===== config.mk =====
export PLATFORM = sky130hd
export DESIGN_NAME = elevator_car_ctrl_flat
export DESIGN_NICKNAME = d
export VERILOG_FILES = /design/src/rtl/elevator_car_ctrl_pkg.sv /design/src/rtl/elevator_car_ctrl_if.sv /design/src/rtl/elevator_car_ctrl_request_scan.sv /design/src/rtl/elevator_car_ctrl.sv /design/src/flat_wrapper.sv
export SDC_FILE = /design/constraint.sdc
export NUM_CORES = 1
export LEC_CHECK = 0
export ABC_AREA = 1
export CAP_MARGIN = 20
export CORE_MARGIN = 2
export CORE_UTILIZATION = 30
export CTS_CLUSTER_SIZE = 24
export DETAILED_ROUTE_END_ITERATION = 8
export PLACE_DENSITY = 0.6
export SLEW_MARGIN = 20
export SYNTH_ARGS = -nofsm -noshare
export SYNTH_HDL_FRONTEND = slang
export SYNTH_SLANG_ARGS = --single-unit

===== constraint.sdc =====
create_clock -name clk -period 3.95 [get_ports clk]
set_input_delay 0.395 -clock clk [delete_from_list [all_inputs] [get_ports clk]]
set_output_delay 0.395 -clock clk [all_outputs]
set_load 0.005 [all_outputs]

===== src/rtl/elevator_car_ctrl_pkg.sv =====
`default_nettype none
// ============================================================================
// Package : elevator_pkg
// Shared encodings, FSM state type and hall-call bit mapping for the car.
// Revision: 1.0
// ============================================================================
package elevator_pkg;

    localparam logic OPEN  = 1'b1;
    localparam logic CLOSE = 1'b0;
    localparam logic ON    = 1'b1;
    localparam logic OFF   = 1'b0;
    localparam logic MOVE  = 1'b1;
    localparam logic HOLD  = 1'b0;

    localparam logic [1:0] STOP   = 2'b00;
    localparam logic [1:0] UP     = 2'b10;
    localparam logic [1:0] DOWN   = 2'b01;
    localparam logic [1:0] UPDOWN = 2'b11;

    localparam int NUM_FLOORS = 7;

    typedef enum logic [1:0] {
        S_IDLE      = 2'd0,
        S_MOVING    = 2'd1,
        S_DOOR_OPEN = 2'd2
    } state_t;

    // Floor f owns hall bits 2f-1 (UP) and 2f-2 (DOWN); f is 1..7.
    function automatic logic [3:0] up_bit(input logic [2:0] f);
        return {f, 1'b0} - 4'd1;
    endfunction

    function automatic logic [3:0] dn_bit(input logic [2:0] f);
        return {f, 1'b0} - 4'd2;
    endfunction

endpackage
`default_nettype wire


===== src/rtl/elevator_car_ctrl_if.sv =====
`default_nettype none
// ============================================================================
// Interface : elevator_car_ctrl_if
// Request inputs, timebase and car status outputs of the car controller.
// Revision: 1.0
// ============================================================================
interface elevator_car_ctrl_if;

    logic        tick;
    logic [13:0] floorButton;
    logic [9:1]  internalButton;
    logic [2:0]  currentFloor;
    logic [1:0]  currentDirection;
    logic        doorState;
    logic        move;

    modport master (
        output tick, floorButton, internalButton,
        input  currentFloor, currentDirection, doorState, move
    );

    modport slave (
        input  tick, floorButton, internalButton,
        output currentFloor, currentDirection, doorState, move
    );

endinterface
`default_nettype wire


===== src/rtl/elevator_car_ctrl_request_scan.sv =====
`default_nettype none
// ============================================================================
// Module  : request_scan
// Summarises pending requests relative to one floor (here / above / below).
// Revision: 1.0
// ============================================================================
module request_scan
    import elevator_pkg::*;
(
    input  wire logic [2:0]  i_floor,
    input  wire logic [13:0] i_floor_button,
    input  wire logic [7:1]  i_car_call,
    output logic             o_here,
    output logic             o_above,
    output logic             o_below,
    output logic             o_hall_up_here,
    output logic             o_hall_dn_here
);

    logic [7:0] w_up;
    logic [7:0] w_dn;
    logic [7:0] w_here_v;

    assign w_up[0] = 1'b0;
    assign w_dn[0] = 1'b0;

    for (genvar f = 1; f <= NUM_FLOORS; f++) begin : g_hall
        assign w_up[f] = i_floor_button[up_bit(3'(f))];
        assign w_dn[f] = i_floor_button[dn_bit(3'(f))];
    end

    assign w_here_v       = w_up | w_dn | {i_car_call, 1'b0};
    assign o_here         = w_here_v[i_floor];
    assign o_hall_up_here = w_up[i_floor];
    assign o_hall_dn_here = w_dn[i_floor];

    // Masks keep floors strictly above / strictly below i_floor.
    assign o_above = |(w_here_v & ~((8'd2 << i_floor) - 8'd1));
    assign o_below = |(w_here_v & ((8'd1 << i_floor) - 8'd1));

endmodule
`default_nettype wire


===== src/rtl/elevator_car_ctrl.sv =====
`default_nettype none
// ============================================================================
// Module  : elevator_car_ctrl
// SCAN car-motion controller: direction, travel timing, stops and door timing.
// Revision: 1.0
// ============================================================================
module elevator_car_ctrl
    import elevator_pkg::*;
#(
    parameter int TRAVEL_TICKS = 4,
    parameter int DOOR_TICKS   = 3,
    parameter int CNT_W        = 4
) (
    input  wire logic           clk,
    input  wire logic           reset,
    elevator_car_ctrl_if.slave  bus
);

    localparam logic [CNT_W-1:0] C_TRAVEL = CNT_W'(TRAVEL_TICKS);
    localparam logic [CNT_W-1:0] C_DOOR   = CNT_W'(DOOR_TICKS);
    localparam logic [CNT_W-1:0] C_ONE    = CNT_W'(1);

    state_t           r_state;
    logic [2:0]       r_floor;
    logic [1:0]       r_dir;
    logic             r_door;
    logic             r_move;
    logic [CNT_W-1:0] r_cnt;
    logic             r_hall_prev;

    logic w_here_c, w_above_c, w_below_c, w_up_c, w_dn_c;
    logic w_here_n, w_above_n, w_below_n, w_up_n, w_dn_n;
    logic [2:0] w_next_floor;
    logic [7:0] w_car_vec;
    logic       w_car_n, w_beyond, w_at_edge, w_dir_hall_n, w_opp_hall_n, w_stop;
    logic [1:0] w_stop_dir;
    logic       w_hall_dir_c, w_hall_new, w_go_up;

    request_scan u_scan_cur (
        .i_floor(r_floor), .i_floor_button(bus.floorButton),
        .i_car_call(bus.internalButton[7:1]),
        .o_here(w_here_c), .o_above(w_above_c), .o_below(w_below_c),
        .o_hall_up_here(w_up_c), .o_hall_dn_here(w_dn_c)
    );

    request_scan u_scan_nxt (
        .i_floor(w_next_floor), .i_floor_button(bus.floorButton),
        .i_car_call(bus.internalButton[7:1]),
        .o_here(w_here_n), .o_above(w_above_n), .o_below(w_below_n),
        .o_hall_up_here(w_up_n), .o_hall_dn_here(w_dn_n)
    );

    assign w_next_floor = (r_dir == UP   && r_floor != 3'(NUM_FLOORS)) ? r_floor + 3'd1 :
                          (r_dir == DOWN && r_floor != 3'd1)           ? r_floor - 3'd1 :
                                                                         r_floor;
    assign w_car_vec    = {bus.internalButton[7:1], 1'b0};
    assign w_car_n      = w_car_vec[w_next_floor];
    assign w_beyond     = (r_dir == UP) ? w_above_n : (r_dir == DOWN) ? w_below_n : 1'b0;
    assign w_at_edge    = (r_dir == UP   && w_next_floor == 3'(NUM_FLOORS)) ||
                          (r_dir == DOWN && w_next_floor == 3'd1);
    // A hall call pointing off the end of the shaft never keeps the direction alive.
    assign w_dir_hall_n = ((r_dir == UP) ? w_up_n : (r_dir == DOWN) ? w_dn_n : 1'b0) & ~w_at_edge;
    assign w_opp_hall_n = (r_dir == UP) ? w_dn_n : (r_dir == DOWN) ? w_up_n : 1'b0;
    assign w_stop       = w_car_n | w_dir_hall_n | (~w_beyond & w_here_n) | w_at_edge;
    assign w_stop_dir   = (w_beyond | w_dir_hall_n) ? r_dir :
                          w_opp_hall_n              ? ~r_dir : STOP;

    assign w_hall_dir_c = (r_dir == UP) ? w_up_c : (r_dir == DOWN) ? w_dn_c : 1'b0;
    assign w_hall_new   = w_hall_dir_c & ~r_hall_prev;
    assign w_go_up      = w_above_c & ~(r_dir == DOWN && w_below_c);

    always_ff @(posedge clk or posedge reset) begin
        if (reset) begin
            r_state     <= S_IDLE;
            r_floor     <= 3'd1;
            r_dir       <= STOP;
            r_door      <= CLOSE;
            r_move      <= HOLD;
            r_cnt       <= '0;
            r_hall_prev <= 1'b0;
        end else if (bus.tick) begin
            r_hall_prev <= w_hall_dir_c;
            case (r_state)
                S_IDLE: begin
                    if (bus.internalButton[8] || w_here_c) begin
                        r_state     <= S_DOOR_OPEN;
                        r_door      <= OPEN;
                        r_cnt       <= C_DOOR;
                        r_hall_prev <= 1'b1;
                    end else if (w_go_up || w_below_c) begin
                        r_dir   <= w_go_up ? UP : DOWN;
                        r_state <= S_MOVING;
                        r_move  <= MOVE;
                        r_cnt   <= C_TRAVEL;
                    end else begin
                        r_dir <= STOP;
                    end
                end
                S_MOVING: begin
                    if (r_cnt > C_ONE) begin
                        r_cnt <= r_cnt - C_ONE;
                    end else begin
                        r_floor <= w_next_floor;
                        if (w_stop) begin
                            r_state     <= S_DOOR_OPEN;
                            r_move      <= HOLD;
                            r_door      <= OPEN;
                            r_cnt       <= C_DOOR;
                            r_dir       <= w_stop_dir;
                            r_hall_prev <= 1'b1;
                        end else begin
                            r_cnt <= C_TRAVEL;
                        end
                    end
                end
                S_DOOR_OPEN: begin
                    // Open request is tested first so it beats a simultaneous close.
                    if (bus.internalButton[8] || w_hall_new) begin
                        r_cnt <= C_DOOR;
                    end else if (bus.internalButton[9] || r_cnt <= C_ONE) begin
                        r_cnt   <= '0;
                        r_door  <= CLOSE;
                        r_state <= S_IDLE;
                    end else begin
                        r_cnt <= r_cnt - C_ONE;
                    end
                end
                default: r_state <= S_IDLE;
            endcase
        end
    end

    assign bus.currentFloor     = r_floor;
    assign bus.currentDirection = r_dir;
    assign bus.doorState        = r_door;
    assign bus.move             = r_move;

endmodule
`default_nettype wire


===== src/flat_wrapper.sv =====
// flat-port wrapper written by rule: the top's interface ports become plain ports
module elevator_car_ctrl_flat import elevator_pkg::*;
#(
    parameter int TRAVEL_TICKS = 4,
    parameter int DOOR_TICKS   = 3,
    parameter int CNT_W        = 4
)
  (clk, reset, bus_tick, bus_floorButton, bus_internalButton, bus_currentFloor, bus_currentDirection, bus_doorState, bus_move);
  elevator_car_ctrl_if bus_i ();
  input  wire logic clk;
  input  wire logic reset;
  input wire logic [$bits(bus_i.tick)-1:0] bus_tick;
  input wire logic [$bits(bus_i.floorButton)-1:0] bus_floorButton;
  input wire logic [$bits(bus_i.internalButton)-1:0] bus_internalButton;
  output wire logic [$bits(bus_i.currentFloor)-1:0] bus_currentFloor;
  output wire logic [$bits(bus_i.currentDirection)-1:0] bus_currentDirection;
  output wire logic [$bits(bus_i.doorState)-1:0] bus_doorState;
  output wire logic [$bits(bus_i.move)-1:0] bus_move;
  assign bus_i.tick = bus_tick;
  assign bus_i.floorButton = bus_floorButton;
  assign bus_i.internalButton = bus_internalButton;
  assign bus_currentFloor = bus_i.currentFloor;
  assign bus_currentDirection = bus_i.currentDirection;
  assign bus_doorState = bus_i.doorState;
  assign bus_move = bus_i.move;
  elevator_car_ctrl #(.TRAVEL_TICKS(TRAVEL_TICKS), .DOOR_TICKS(DOOR_TICKS), .CNT_W(CNT_W)) u_core (.clk(clk), .reset(reset), .bus(bus_i));
endmodule

==> metrics.md <==
| Metric | Value |
|---|---|
| Status | `finished, final reports clean` |
| Dpl cell area | `2790 um^2` |
| Peak supply drop | `0.416 mV` |
| Clk pin slew, worst setup/hold paths | `around 0.060 ns` |
| RSZ-0062 raised after global routing | `false` |
| Multi-input gate area | `1700 um^2` |
| Fraction of layout cells with a size suffix above 1 | `11.3%` |
| Mux cell area share after synthesis | `0%` |
| Post-CTS setup buffer count | `0` |
| GRT Overall Usage | `17.4%` |
| Hold buffers post-CTS | `0` |
| CP Max Fanout | `12` |
| Critical path startpoint category | `flip-flop` |
| Part of the power in the clock network | `approximately 5.6%` |
| Clk_lat worst skew | `0.25 ns` |
| First-pass iteration count of the detailed router | `5` |
| Gpl congestion | `0.955` |
| Total clock sinks | `14` |
| Crit-path max cell delay | `0.61 ns` |
| Root Buffer | `clkbuf_8` |
| Post-Synth Adder-Cell Area | `7.43%` |
| Synth Area in Simple Gates | `between 40% and 50%` |
| Filler cells | `around 860` |
| Vias in the first global route | `2,634` |
| Max Slew Vio Count | `0` |
| Grt total ovfl | `0` |
| Xor/xnor share of the synthesized area | `1.49%` |
| Detailed Place HPWL | `approximately 5700 um` |
| Netlist cell types | `43` |
| Compound-cell area share of the yosys netlist | `14.8%` |
| Leading cell type in the layout, fill and taps excluded | `nand2_1` |
| Ys async rst share | `between 90% and 100%` |
| Worst hold path class | `reg -> reg` |
| Initial Util | `30.7%` |
| DIE AREA | `8580 um^2` |
| DR vias | `2,631` |
| Fmax | `~300 MHz` |
| Initial antenna violation count | `0` |
| Post-synth top flop | `dfrtp_1` |
| CTS Buf Count | `3` |
| Area Growth Syn to Fin | `20.9%` |
| Fin cells | `536` |
| 1st-iter DRT viols | `between 100 and 150` |
| Worst Skew | `0.00789 ns` |
| PD cells | `898 nW/um^2` |
| Pin count of the biggest net entering global routing | `21` |
| FF/Latch Area | `352 um^2` |
| Dpl ws | `~0.60 ns` |
| Critical Path AT | `3.57 ns` |
| CTS Buffer Depth | `2` |
| Die X | `between 90 and 100 um` |
| Post-Synthesis Cell Area | `2360 um^2` |
| Tcrit/Tclk final | `86.0%` |
| First-pass GRT wire length | `12,200 um` |
| Post-CTS Resized | `0` |
| Largest family of logic cells by synthesized area | `simple AND/OR/NAND/NOR gates` |
| Setup TNS | `0 ns` |
| Pint | `1050 uW` |
| I/O pin count | `33` |
| Required @ worst endpoint | `approximately 4.1 ns` |
| Slowest-stage cell, CP | `dfstp_2` |
| Family with the most delay on the worst path | `simple AND/OR/NAND/NOR gates` |
| DRC viols | `0` |
| #FFs+latches synth | `14` |
| Final WL | `7080 um` |
| Psw | `1500 uW` |
| H-tree depth | `1` |
| Sequential share of the synthesized area | `14.9%` |
| Worst setup margin | `~0.55 ns` |
| Slew margin rel. | `47.3%` |
| Syn Nets | `438` |
| Number of synthesized flops with an enable pin | `0` |
| Reg power frac | `a little under an eighth` |
| Net Sw Frac | `58.8%` |
| Worst-margin pin slew | `0.784 ns` |
| Maxcap violations | `0` |
| Die H | `92.6 um` |
| Crit end category | `flip-flop` |
| Yosys warns | `0` |
| Mean Syn Cell Area | `about 5.9 um^2` |
| Core Box Area | `approximately 7700 um^2` |
| # setup viols final | `0` |
| Layout net count | `475` |
| Static Leakage | `0.00143 uW` |
| Std cell rows | `32` |
| Final Hold Vio Count | `0` |
| Synth Instances | `around 400` |
| Placed instance count | `532` |
| Post-route ant nets | `0` |
| Period minus WS final | `3.40 ns` |
| Final Instance Area | `2850 um^2` |
| Critical setup path kind | `reg -> reg` |
| TritonCTS clock tree | `yes` |
| Combinational share of power | `between 80% and 90%` |
| Diode count | `0` |
| Vias/cell | `4.91` |
| CP cell instances | `ha_1 -> ha_1 -> inv_1 -> nand3_4 -> or2_0 -> nand2_2 -> inv_1 -> nand2_1 -> ha_1 -> or2_2 -> nand2_1 -> nor3_2 -> nand3_1 -> nand2_1 -> nand3_2 -> nand2_2 -> nand2_4 -> nand2_8 -> nand2_4 -> nand2_2 -> o21ai_2` |
| WL/cell | `13.2 um` |
| Bufs and invs on worst path | `2` |
| Commonest cells after routing, fill and taps aside | `nand2_1 (129), inv_1 (59), clkdlybuf4s50_1 (32), nand3_1 (28), nor2_1 (27)` |
| PortBufs | `32` |
state kept, by name, indices dropped and copies added (netlist names):
register                     flops
u_core.bus.move                  1
u_core.bus.currentDirection      2
u_core.r_cnt                     4
u_core.bus.doorState             1
u_core.r_hall_prev               1
u_core.r_state                   2
u_core.bus.currentFloor          3
logic make-up after synthesis:
group / Yosys count
and+or+nand+nor: 237
buffers and inverters: 70
AOI/OAI and AO/OA: 59
adders and majority gates: 14
DFF: 14
xor gates and xnor gates: 4
synth_stat cells (2+ instances only):
library cell	n	area share (%)
nor3_1	11	2.3
ha_1	14	7.4
dfrtp_1	13	14
or2_2	2	0.53
xor2_1	2	0.74
o21ai_2	4	1.5
nor2_1	27	4.3
nand3_1	28	5.9
inv_1	59	9.4
o21ai_1	2	0.42
nand3_2	3	1.3
o211ai_1	5	1.6
nand3b_1	3	0.96
buf_6	2	0.96
o2111ai_1	2	0.74
inv_2	3	0.48
o21ai_0	26	5.5
nand4_1	8	2.1
a21oi_1	13	2.8
nor2_4	3	1.4
nand2_4	6	2.9
buf_2	2	0.42
nand3_4	2	1.5
xnor2_1	2	0.74
nand2_1	129	21
nand2_2	10	2.7
path summary, 6_finish.rpt:
check | start | to | slack (ns) | cells after the start
setup / recovery | u_core.bus.currentFloor[0] | u_core.r_state[1] | 0.55 | 21
hold reg to reg | u_core.bus.doorState | u_core.bus.doorState | 0.48 | 2
min in group asynchronous | reset | u_core.bus.currentFloor[2] | 0.50 | 2
hold / removal | u_core.bus.doorState | u_core.bus.doorState | 0.48 | 2
setup reg to reg | u_core.bus.currentFloor[0] | u_core.r_state[1] | 0.55 | 21
max in group asynchronous | reset | u_core.r_cnt[0] | 3.06 | 2
metal layers:
| layer | track usage (%) | share of wire [%] |
|---|---|---|
| met4 | 4.17 | 1.5 |
| met3 | 1.71 | 4.2 |
| met1 | 22.8 | 46 |
| met5 | 0 | 0 |
| met2 | 30.7 | 48 |
worst min-delay path, stage by stage (launching register included):
cell and delay [ns]:
dfrtp_1 0.35, nand2_1 0.05, nand2_1 0.05
final cells by class:
type / instances / share of cell area [%]
Multi-Input combinational cell: 314 / 59.8
Timing Repair Buffer: 39 / 13.1
Sequential cell: 14 / 12.3
Inverter: 63 / 8.39
Tap cell: 102 / 4.48
Clock buffer: 4 / 1.93
power by group through the flow:
stage	sequential [uW]	combinational, uW	clock (uW)
after floorplan	290	1650	0
after global placement	293	2090	0
after detailed placement	295	2100	0
after CTS	293	2110	146
after global routing	306	2430	149
final	292	2120	143
through the flow:
stage	power, uW	util, %	hold WS [ns]
floorplan	1940	-	0.284
global placement	2380	36.3	0.471
detailed placement	2400	36.3	0.467
CTS	2550	37.1	0.482
global route	2880	37.1	0.512
finish	2560	37.1	0.478
Note: power is estimated with default switching activity, not from simulation.
